## src/rtl/digimax_mixer.sv

```systemverilog
// DigiMax four-channel mixer: snapshots the four 8-bit DAC latches on a
// sample strobe, sums them into a stereo pair over a short sequencer run,
// applies the master volume and presents signed 16-bit stereo samples.
module digimax_mixer (
  input  logic               clk,
  input  logic               reset_n,
  input  logic               sample_stb,
  input  logic [7:0]         dac_0,
  input  logic [7:0]         dac_1,
  input  logic [7:0]         dac_2,
  input  logic [7:0]         dac_3,
  input  logic [3:0]         vol,
  input  logic               clr_ovr,
  output logic signed [15:0] audio_l,
  output logic signed [15:0] audio_r,
  output logic               out_valid,
  output logic               busy,
  output logic               overrun
);

  typedef enum logic [2:0] {
    IDLE  = 3'd0,
    L0    = 3'd1,
    L1    = 3'd2,
    R0    = 3'd3,
    R1    = 3'd4,
    SCALE = 3'd5
  } state_t;

  state_t state, next_state;

  logic [7:0]         snap_0, snap_1, snap_2, snap_3;
  logic [3:0]         vol_snap;
  logic signed [8:0]  acc;
  logic signed [8:0]  sum_l, sum_r;

  logic signed [8:0]  s0_ext, s1_ext, s2_ext, s3_ext;
  logic signed [12:0] sum_l_wide, sum_r_wide, vol_wide;
  logic signed [12:0] prod_l, prod_r;

  // Offset-binary bytes become signed samples by flipping the MSB; the extra
  // top bit is the sign extension needed for the 9-bit channel sums.
  assign s0_ext = {~snap_0[7], ~snap_0[7], snap_0[6:0]};
  assign s1_ext = {~snap_1[7], ~snap_1[7], snap_1[6:0]};
  assign s2_ext = {~snap_2[7], ~snap_2[7], snap_2[6:0]};
  assign s3_ext = {~snap_3[7], ~snap_3[7], snap_3[6:0]};

  // Sum times volume is at most 256*15 in magnitude, so 13 signed bits hold
  // it exactly and the final shift by 3 fills the 16-bit output.
  assign sum_l_wide = {{4{sum_l[8]}}, sum_l};
  assign sum_r_wide = {{4{sum_r[8]}}, sum_r};
  assign vol_wide   = {9'b0, vol_snap};
  assign prod_l     = sum_l_wide * vol_wide;
  assign prod_r     = sum_r_wide * vol_wide;

  assign busy = (state != IDLE);

  // Sequencer state register.
  always_ff @(posedge clk or negedge reset_n) begin
    if (!reset_n) begin
      state <= IDLE;
    end else begin
      state <= next_state;
    end
  end

  // Next-state logic: a fixed walk L0-L1-R0-R1-SCALE once a strobe is taken.
  always_comb begin
    next_state = state;
    unique case (state)
      IDLE:    if (sample_stb) next_state = L0;
      L0:      next_state = L1;
      L1:      next_state = R0;
      R0:      next_state = R1;
      R1:      next_state = SCALE;
      SCALE:   next_state = IDLE;
      default: next_state = IDLE;
    endcase
  end

  // Datapath: snapshot in IDLE, accumulate per channel, scale and publish.
  always_ff @(posedge clk or negedge reset_n) begin
    if (!reset_n) begin
      snap_0    <= 8'h00;
      snap_1    <= 8'h00;
      snap_2    <= 8'h00;
      snap_3    <= 8'h00;
      vol_snap  <= 4'h0;
      acc       <= 9'sd0;
      sum_l     <= 9'sd0;
      sum_r     <= 9'sd0;
      audio_l   <= 16'sd0;
      audio_r   <= 16'sd0;
      out_valid <= 1'b0;
    end else begin
      out_valid <= 1'b0;
      unique case (state)
        IDLE: begin
          if (sample_stb) begin
            snap_0   <= dac_0;
            snap_1   <= dac_1;
            snap_2   <= dac_2;
            snap_3   <= dac_3;
            vol_snap <= vol;
          end
        end
        L0:    acc   <= s0_ext;
        L1:    sum_l <= acc + s2_ext;
        R0:    acc   <= s1_ext;
        R1:    sum_r <= acc + s3_ext;
        SCALE: begin
          audio_l   <= {prod_l, 3'b000};
          audio_r   <= {prod_r, 3'b000};
          out_valid <= 1'b1;
        end
        default: ;
      endcase
    end
  end

  // Sticky overrun: a strobe during a run sets it and wins over a clear.
  always_ff @(posedge clk or negedge reset_n) begin
    if (!reset_n) begin
      overrun <= 1'b0;
    end else if (sample_stb && busy) begin
      overrun <= 1'b1;
    end else if (clr_ovr) begin
      overrun <= 1'b0;
    end
  end

endmodule

```

## config.mk

```make
export PLATFORM = sky130hd
export DESIGN_NAME = digimax_mixer
export DESIGN_NICKNAME = d
export VERILOG_FILES = /design/src/rtl/digimax_mixer.sv
export SDC_FILE = /design/constraint.sdc
export NUM_CORES = 1
export LEC_CHECK = 0
export ABC_AREA = 1
export BUFFER_PORTS_ARGS = -buffer_cell sky130_fd_sc_hd__buf_4
export CORE_ASPECT_RATIO = 0.6
export CORE_UTILIZATION = 56
export CTS_BUF_LIST = sky130_fd_sc_hd__clkbuf_4
export DETAILED_ROUTE_END_ITERATION = 7
export PLACE_DENSITY_LB_ADDON = 0.08
export RECOVER_POWER = 100
export SETUP_SLACK_MARGIN = 0.2
export SYNTH_ARGS = -nofsm -noshare
export SYNTH_HDL_FRONTEND = slang
export SYNTH_SLANG_ARGS = --single-unit
```

## constraint.sdc

```tcl
create_clock -name clk -period 3.5 [get_ports clk]
set_input_delay 0.7 -clock clk [delete_from_list [all_inputs] [get_ports clk]]
set_output_delay 0.7 -clock clk [all_outputs]
set_load 0.02 [all_outputs]
```

==> results of run 1 <==
-- routing by layer --
layer,GRT usage,up-vias,share of wire
met1,0.3873,2781,0.53
met2,0.3472,123,0.41
met5,0,-,0
met4,0.03872,0,0.0091
li1,-,2994,-
met3,0.05226,14,0.053
-- stage by stage --
stage | instances | setup WS [ns]
floorplan | 938 | 0.1982
global placement | 1158 | 0.1094
detailed placement | 1158 | 0.04575
CTS | 1178 | 0.2106
global route | 1181 | 0.07992
finish | 1181 | 0.2252
-- state kept, by name, indices dropped and copies added (netlist names) --
register	flops
sum_r	9
audio_l	13
audio_r	13
snap_3	8
acc	8
snap_2	8
state	3
out_valid	1
overrun	1
snap_1	8
vol_snap	4
snap_0	8
sum_l	9
-- worst max-delay path, stage by stage (launching register included) --
cell and delay (ns):
dfrtp_2 0.47, buf_4 0.16, nand2_1 0.06, inv_1 0.05, ha_1 0.29, fa_1 0.54
inv_1 0.06, fa_1 0.52, inv_1 0.06, ha_4 0.30, nand2_1 0.07, nand3_1 0.16
nand2_1 0.07, nand2_1 0.08, xor2_1 0.17, nand2_1 0.08, nand2_1 0.09
-- worst paths after layout --
path,start,end,slack (ns),depth (start not counted)
setup / recovery,vol_snap[3],audio_l[11],0.23,16
hold / removal,clr_ovr,overrun,0.39,2
setup reg to reg,vol_snap[3],audio_l[11],0.23,16
hold reg to reg,audio_r[5],audio_r[5],0.49,2
max in group asynchronous,reset_n,vol_snap[3],1.42,2
min in group asynchronous,reset_n,audio_l[15],0.61,1
-- repair_timing --
item / in CTS / in global routing
buffers inserted: 4 / 2
hold buffers: 0 / 0
pin swaps: 0 / 9
endpoints found under the setup margin: 14 / 13
endpoints found under the hold margin: 0 / 0
resized for setup: 3 / 54
-- area by class of cell --
| type | count | area [um2] |
|---|---|---|
| fillers | 1161 | 4549 |
| multi-input cells | 629 | 4399 |
| flip-flops and latches | 93 | 2328 |
| inverters | 190 | 713.2 |
| repair buffers | 82 | 518.0 |
| well taps | 170 | 212.7 |
| clock buffers | 10 | 75.07 |
| clock inverters | 6 | 53.80 |
| diodes | 1 | 2.502 |
-- cell usage in the layout, fill, tap and decap left out, types with 18 or more instances in the layout --
master    count
ha_4         18
buf_4        43
o21ai_0      33
dfrtp_1      92
nand2_1     270
inv_1       187
ha_1         44
mux2_1       31
clkbuf_1     32
nor2_1       39
fa_1         37
nand3_1      55
-- logic make-up after synthesis --
group / Yosys count
and+or+nand+nor: 406
buffers and inverters: 216
adders and majority gates: 100
DFF: 93
AOI/OAI and AO/OA: 71
muxes: 32
xor gates and xnor gates: 14
other: 1
==> summary.md, run 1 <==
| Metric | Value |
|---|---|
| Nets | `1,145` |
| GRT Overall Usage | `0.2460` |
| Unrepaired setup endpoints after global routing | `true` |
| PortBufs | `68` |
| Yosys cell types | `33` |
| Worst skew pair latency | `approximately 0.47 ns` |
| Global-route wire length before repair | `26,840 um` |
| Fin util | `0.6460` |
| Worst-case clock buffer depth | `2` |
| WL per Instance | `13.26 um` |
| Setup violators final | `0` |
| Clock root buffer | `clkbuf_4` |
| Critical Path Source Type | `flop` |
| Count leader, synth | `nand2_1` |
| Avg Inst Size Synth | `between 7 and 8 um2` |
| Core area | `between 10,000 and 15,000 um2` |
| Total CTS buffers | `9` |
| Fin area | `8303 um2` |
| IO Pins | `75` |
| Max_cap viols | `1` |
| Outcome | `complete, but fails checks` |
| Sink Count | `slightly above 90` |
| Adder-Cell Fraction of Synth Area | `0.2074` |
| Worst hold slack | `0.3901 ns` |
| Synth warn | `0` |
| Post-synthesis async set-or-reset flop share | `1.000` |
| Placement Cell Area | `8065 um2` |
| Top cells by area, synth | `dfrtp_1 (31%), nand2_1 (14%), ha_1 (10%)` |
| Crit Path Class | `flop to flop` |
| Synthesized instance count | `933` |
| Slew headroom | `-0.08292` |
| Initial antenna violation count | `1` |
| Final critical-path required period | `3.275 ns` |
| Worst Path Required | `3.91 ns` |
| Simple-gate portion of the synthesized area | `0.2278` |
| Vias | `just under 6,000` |
| DIE AREA | `13,710 um2` |
| Vias/cell | `5.006` |
| CTS tree | `yes` |
| Grt total ovfl | `0` |
| Chip Width | `150.5 um` |
| Worst Hold Class | `input pin to flop` |
| Share of the synthesized area in the top cell type | `0.3141` |
| Initial core utilization | `0.5764` |
| Slew @ Worst Pin | `~1.6 ns` |
| Fmax | `305.4 MHz` |
| Post-synth top cells | `nand2_1 (281), inv_1 (185), dfrtp_1 (93)` |
| Cell Area, Synth | `between 7000 and 8000 um2` |
| Compound-Gate Fraction of Synth Area | `0.04999` |
| Slew Limit Fails | `66` |
| Worst setup EP type | `flop` |
| Post-route ant nets | `0` |
| Share of layout cells above drive strength 1 | `0.1198` |
| Starting DRC count in detailed routing | `242` |
| Post-synth top area cell | `dfrtp_1` |
| Worst EP arrival | `3.68 ns` |
| Worst-path clk slew | `between 0.15 and 0.2 ns` |
| Post-synth EDFFs | `0` |
| Main combinational cell family by area after synthesis | `simple AND/OR/NAND/NOR gates` |
| Post-synthesis xor/xnor area fraction | `0.01655` |
| Pin count of the biggest net entering global routing | `66` |
| Layout area overhead | `12.08%` |
| DR DRC count | `0` |
| Period utilization | `0.9357` |
| Routability cong. | `0.8570` |
| Clk_skew | `about 0.023 ns` |
| Prevailing post-synth register cell | `dfrtp_1` |
| Failing checks | `max-capacitance violations, max-slew violations` |
| Site row count | `32` |
| Seq/Total Area, Yosys | `0.3141` |
| Final hold vios | `0` |
| Die H | `91.09 um` |
| Total wire length | `15,660 um` |
| Number of synthesized register bits | `93` |
| CP max FO | `5` |
| Htree depth | `3` |
| Setup TNS after final layout | `0 ns` |
| DP HPWL | `roughly 12,000 um` |
| Vias in the first global route | `5,712` |
| Post-synthesis mux area share | `0.06384` |
| First-pass iteration count of the detailed router | `5` |
Power of run 1 is not shown: default switching activity piles up to over one toggle a cycle in this logic, so the estimate is an artifact.
==> run 2, diff against run 1 <==
--- a/config.mk
+++ b/config.mk
@@ -9,10 +9,10 @@
 export BUFFER_PORTS_ARGS = -buffer_cell sky130_fd_sc_hd__buf_4
 export CORE_ASPECT_RATIO = 0.6
 export CORE_UTILIZATION = 56
-export CTS_BUF_LIST = sky130_fd_sc_hd__clkbuf_4
+export CTS_BUF_LIST = sky130_fd_sc_hd__clkbuf_4 sky130_fd_sc_hd__clkbuf_8
 export DETAILED_ROUTE_END_ITERATION = 7
 export PLACE_DENSITY_LB_ADDON = 0.08
-export RECOVER_POWER = 100
+export RECOVER_POWER = 50
 export SETUP_SLACK_MARGIN = 0.2
 export SYNTH_ARGS = -nofsm -noshare
 export SYNTH_HDL_FRONTEND = slang
==> run 2 against run 1 <==
  * The flow still finishes with violations (max-capacitance violations, max-slew violations)
  * Via count up 0.54%
  * Design area up 4.2%
  * Clock-buffer cell count unchanged
  * Global-route usage up 0.30 points
  * Critical path depth unchanged
  * Critical path type unchanged
==> summary.md, run 2 (synthesis results as in run 1) <==
| Metric | Value |
|---|---|
| Die H | `91.09 um (unchanged)` |
| Worst-path clk slew | `0.10 ns (-0.07 ns)` |
| Largest registers | `audio_l (13), audio_r (13)` |
| Worst setup EP type | `flop` |
| Period utilization | `0.9227 (-0.01298)` |
| Total wire length | `16,040 um (+2.4%)` |
| Setup violators final | `0 (unchanged)` |
| Most common cell after layout, fill and taps aside | `nand2_1` |
| Vias in the first global route | `5,727 (+0.26%)` |
| Worst hold path depth | `2 (unchanged)` |
| Hold Buf Count CTS | `0 (unchanged)` |
| Met2 wire length | `6702 um (+5.5%)` |
| Failing checks | `max-capacitance violations, max-slew violations` |
| Critical Path Source Type | `flop` |
| Placement Cell Area | `8065 um2 (unchanged)` |
| Unrepaired setup endpoints after global routing | `true` |
| Initial core utilization | `0.5764 (unchanged)` |
| Reg2reg path depth | `16 (unchanged)` |
| Post-route ant nets | `0 (unchanged)` |
| Met1 WL | `8381 um (+0.46%)` |
| Share of layout cells above drive strength 1 | `0.1848 (+0.06498)` |
| CP Capture Point | `audio_r[10]` |
| Grt total ovfl | `0 (unchanged)` |
| Worst Path Required | `3.77 ns (-0.14 ns)` |
| Layout area overhead | `16.74%` |
| Site row count | `32 (unchanged)` |
| Total CTS buffers | `9 (unchanged)` |
| Commonest non-fill, non-tap cells in the layout | `nand2_1 (269), inv_1 (187), dfrtp_1 (92), buf_4 (75), nand3_1 (52)` |
| Outcome | `complete, but fails checks` |
| Initial antenna violation count | `0 (-1)` |
| CP max FO | `9 (+4)` |
| Global-route wire length before repair | `27,020 um (+0.67%)` |
| R2r startpoint | `vol_snap[3]` |
| Worst EP arrival | `3.50 ns (-0.18 ns)` |
| Fin util | `0.6729 (+0.02687)` |
| Fin area | `8648 um2 (+4.2%)` |
| Max_cap viols | `1 (unchanged)` |
| GRT Overall Usage | `0.2490 (+0.002966)` |
| Slew @ Worst Pin | `1.659 ns (+0.03507 ns)` |
| DR DRC count | `0 (unchanged)` |
| Crit Path Class | `flop to flop` |
| Ant. Diodes | `0 (-1)` |
| Final hold vios | `0 (unchanged)` |
| Critical path startpoint | `vol_snap[3]` |
| First-pass iteration count of the detailed router | `5 (unchanged)` |
| DP HPWL | `11,860 um (unchanged)` |
| Fillers | `1,092 (-5.9%)` |
| Max layer used | `met4` |
| CTS tree | `yes` |
| Setup TNS after final layout | `0 ns (unchanged)` |
| Metal3 WL | `843 um (+1.9%)` |
| Nets | `1,147 (+0.17%)` |
| Core area | `12,850 um2 (unchanged)` |
| Clk_skew | `0.01516 ns (-0.007541 ns)` |
| R2R Setup Slk | `0.27 ns (+0.05 ns)` |
| Pin count of the biggest net entering global routing | `66 (unchanged)` |
| Clock root buffer | `clkbuf_8` |
| IO Pins | `75 (unchanged)` |
| Sink Count | `93 (unchanged)` |
| Vias/cell | `5.029 (+0.46%)` |
| Starting DRC count in detailed routing | `254 (+5.0%)` |
| Worst skew pair latency | `0.38 ns (-0.09 ns)` |
| Slew Limit Fails | `66 (unchanged)` |
| Register area | `2328 um2 (unchanged)` |
| Multi-input gate area | `4572 um2 (+3.9%)` |
| DIE AREA | `13,710 um2 (unchanged)` |
| PortBufs | `68 (unchanged)` |
| WL per Instance | `13.57 um (+2.3%)` |
| Fmax | `309.7 MHz (+1.4%)` |
| Worst Hold Class | `flop to flop` |
| Slew headroom | `-0.1063 (-0.02338)` |
| Vias | `5,944 (+0.54%)` |
| Routability cong. | `0.8570 (unchanged)` |
| Worst-case clock buffer depth | `2 (unchanged)` |
| RR Endpoint | `audio_r[10]` |
| Final critical-path required period | `3.229 ns (-0.04542 ns)` |
| Htree depth | `3 (unchanged)` |
| Chip Width | `150.5 um (unchanged)` |
run 2: layer usage:
layer | track usage | vias to the layer above
met2 | 0.3502 | 130
met4 | 0.04882 | 0
met5 | 0 | -
li1 | - | 3005
met1 | 0.3902 | 2800
met3 | 0.05126 | 9
run 2: metrics by stage:
step	setup WS, ns	cells	hold WS [ns]
floorplan	0.1982	938	0.4044
global placement	0.1094	1158	0.4607
detailed placement	0.04575	1158	0.4641
CTS	0.1953	1177	0.4380
global route	0.1195	1182	0.4748
finish	0.2706	1182	0.4810
run 2: how the worst min path moves through the flow:
stage | start | to | slack (ns)
after floorplan | reset_n | acc[0] | 0.40
after global placement | audio_r[5] | audio_r[5] | 0.46
after detailed placement | audio_r[5] | audio_r[5] | 0.46
after CTS | reset_n | audio_l[6] | 0.44
after global routing | clr_ovr | overrun | 0.47
final | audio_r[5] | audio_r[5] | 0.48
run 2: layout make-up:
| cell class | count | share of cell area |
|---|---|---|
| clock inverter | 6 | 0.006221 |
| clock buffer | 10 | 0.01519 |
| multi-input combinational | 629 | 0.5286 |
| tap | 170 | 0.02459 |
| timing repair buffer | 84 | 0.07364 |
| inverter | 190 | 0.08247 |
| sequential | 93 | 0.2692 |
run 2: worst max-delay path: stages (launching register included):
cell and delay [ns]:
dfrtp_2 0.47, buf_6 0.16, nand2_1 0.06, inv_1 0.04, ha_1 0.27, ha_1 0.29, inv_1 0.06, fa_1 0.60
inv_1 0.06, ha_1 0.31, nand3_1 0.12, nand3_2 0.12, nand2_1 0.09, nand2_1 0.07, or2_2 0.27, nand3_1 0.07
nand2_1 0.06
run 2: what timing repair did:
action,4_1_cts,5_1_grt
buffers inserted,3,5
gates cloned,0,0
pin swaps,0,15
gates resized for setup,5,58
setup endpoints to repair,14,14
Power of run 2 is left out for the same reason.
==> run 3, diff against run 2 <==
==> constraint.sdc (replaced) <==
create_clock -name clk -period 3.5 [get_ports clk]
set_input_delay 0.175 -clock clk [delete_from_list [all_inputs] [get_ports clk]]
set_output_delay 0.175 -clock clk [all_outputs]
set_load 0.02 [all_outputs]
==> run 3 against run 2 <==
  * The flow still finishes with violations (max-capacitance violations, max-slew violations)
  * Clock-buffer cell count unchanged
  * Sequential share of layout area shrank 0.56 points
  * Cell count increased by 1.3%
  * Register-to-register slack improved by 0.09 ns
==> summary.md, run 3 (synthesis results as in run 1) <==
| Metric | Value |
|---|---|
| Outcome | `complete, but fails checks` |
| Failing checks | `max-capacitance violations, max-slew violations` |
| Largest registers | `audio_l (13), audio_r (13)` |
| Slew @ Worst Pin | `1.906 ns (+0.2467 ns)` |
| Commonest non-fill, non-tap cells in the layout | `nand2_1 (268), inv_1 (178), dfrtp_1 (91), buf_4 (54), nand3_1 (50)` |
| Htree depth | `3 (unchanged)` |
| DIE AREA | `13,710 um2 (unchanged)` |
| CP max FO | `6 (-3)` |
| CP peak stage delay | `0.55 ns (-0.05 ns)` |
| Starting DRC count in detailed routing | `393 (+55%)` |
| Worst-case clock buffer depth | `2 (unchanged)` |
| Die H | `91.09 um (unchanged)` |
| Hold Path End | `snap_3[2]` |
| Worst skew pair latency | `0.39 ns (about the same)` |
| Initial antenna violation count | `0 (unchanged)` |
| Period utilization | `0.8981 (-0.02455)` |
| IO Pins | `75 (unchanged)` |
| Dpl cells | `1,160 (+0.17%)` |
| Post-route ant nets | `0 (unchanged)` |
| Slowest-stage cell, CP | `fa_1` |
| DP HPWL | `11,910 um (+0.38%)` |
| First-pass iteration count of the detailed router | `5 (unchanged)` |
| Slew Limit Fails | `76 (+15%)` |
| Final critical-path required period | `3.143 ns (-0.08594 ns)` |
| Critical Path Source Type | `flop` |
| Routability cong. | `0.8791 (+2.6%)` |
| Clk_skew | `0.01255 ns (-0.002608 ns)` |
| Vias/cell | `5.048 (+0.37%)` |
| Share of layout cells above drive strength 1 | `0.1860 (+0.001196)` |
| Top delay family on crit path | `adder cells` |
| Layout area overhead | `19.27%` |
| Worst hold path depth | `2 (unchanged)` |
| CTS tree | `yes` |
| Worst EP arrival | `3.43 ns (-0.07 ns)` |
| Site row count | `32 (unchanged)` |
| Fmax | `318.1 MHz (+2.7%)` |
| Final hold vios | `0 (unchanged)` |
| Unrepaired setup endpoints after global routing | `false` |
| Top cell by count, worst path | `nand2_1` |
| Pin count of the biggest net entering global routing | `76 (+15%)` |
| R2r startpoint | `vol_snap[3]` |
| CP Buf/Inv Count | `4 (unchanged)` |
| Vias | `6,042 (+1.6%)` |
| Setup TNS after final layout | `0 ns (unchanged)` |
| Clock root buffer | `clkbuf_8` |
| Max_cap viols | `1 (unchanged)` |
| Initial core utilization | `0.5764 (unchanged)` |
| Total CTS buffers | `9 (unchanged)` |
| Total wire length | `16,410 um (+2.3%)` |
| Worst Path Required | `3.78 ns (about the same)` |
| WL per Instance | `13.71 um (+1.0%)` |
| Reg2reg path depth | `16 (unchanged)` |
| Setup violators final | `0 (unchanged)` |
| RR Endpoint | `audio_r[14]` |
| Worst Hold Class | `input pin to flop` |
| Worst-path clk slew | `0.11 ns (about the same)` |
| Core area | `12,850 um2 (unchanged)` |
| Crit-path cells | `buf_6, nand2_1, inv_2, ha_4, fa_1, inv_2, fa_1, inv_1, ha_4, nand2_1, nor2_1, nand3_2, nand3_1, nand2_1, nand3_1, nand2_1` |
| Global-route wire length before repair | `27,340 um (+1.2%)` |
| Critical hold path startpoint | `dac_3[2]` |
| Vias in the first global route | `5,709 (-0.31%)` |
| Most common cell after layout, fill and taps aside | `nand2_1` |
| Crit Path Class | `flop to flop` |
| PortBufs | `68 (unchanged)` |
| Worst setup EP type | `flop` |
| Grt total ovfl | `0 (unchanged)` |
| DR DRC count | `0 (unchanged)` |
| Sink Count | `93 (unchanged)` |
| GRT Overall Usage | `0.2533 (+0.004336)` |
| Ant. Diodes | `0 (unchanged)` |
| R2R Setup Slk | `0.36 ns (+0.09 ns)` |
| Chip Width | `150.5 um (unchanged)` |
| Slew headroom | `-0.2707 (-0.1644)` |
| Fin cells | `1,197 (+1.3%)` |
| Nets | `1,162 (+1.3%)` |
-- run 3: cell types whose count changed in the layout (fill, tap and decap cells not counted), sizes merged --
cell | previous run | this run
clkinvlp | 1 | 0
clkinv | 1 | 0
dlygate4sd3 | 0 | 9
inv | 194 | 196
buf | 79 | 59
clkbuf | 15 | 41
-- run 3: worst register-to-register path, stage by stage (launching register included) --
cell     delay (ns)
dfrtp_2        0.44
buf_6          0.14
nand2_1        0.07
inv_2          0.05
ha_4           0.23
fa_1           0.55
inv_2          0.04
fa_1           0.53
inv_1          0.06
ha_4           0.30
nand2_1        0.10
nor2_1         0.15
nand3_2        0.13
nand3_1        0.10
nand2_1        0.05
nand3_1        0.06
nand2_1        0.05
-- run 3: final cells by class --
type	instances	area, um2
inverters	190	713.2
multi-input cells	629	4701
repair buffers	99	681.9
fillers	1082	4016
flip-flops and latches	93	2330
clock inverters	6	60.06
clock buffers	10	137.6
well taps	170	212.7
-- run 3: through the flow --
stage	utilization	instance area, um2	worst slack, ns	hold WS [ns]
after global routing	0.6875	8836	0.1547	0.0002649
after floorplan	-	7451	0.1982	-0.1206
final	0.6875	8836	0.3565	0.008510
after global placement	0.6277	8068	0.1240	0.3678
after CTS	0.6548	8416	0.2095	0.003086
after detailed placement	0.6277	8068	0.01004	0.3751
-- run 3: per-layer routing --
layer	track usage	share of wire
met1	0.3977	0.52
met2	0.3587	0.42
met3	0.04623	0.049
met4	0.05135	0.013
met5	0	0
-- run 3: worst max path at each step --
stage	slack, ns	depth (start not counted)	start	to
after floorplan	0.20	17	vol_snap[2]	audio_r[10]
after global placement	0.12	13	vol_snap[3]	audio_r[10]
after detailed placement	0.01	15	vol_snap[3]	audio_l[10]
after CTS	0.21	18	vol_snap[3]	audio_l[15]
after global routing	0.15	19	vol_snap[2]	audio_l[15]
final	0.36	16	vol_snap[3]	audio_r[14]
-- run 3: timing repair --
| action | CTS | global route |
|---|---|---|
| gates cloned | 0 | 1 |
| gates resized for setup | 6 | 76 |
| buffers inserted | 6 | 5 |
| endpoints found under the hold margin | 48 | 5 |
| pin swaps | 0 | 35 |
| hold buffers | 4 | 5 |
| setup endpoints to repair | 14 | 12 |
Power of run 3 is left out for the same reason.
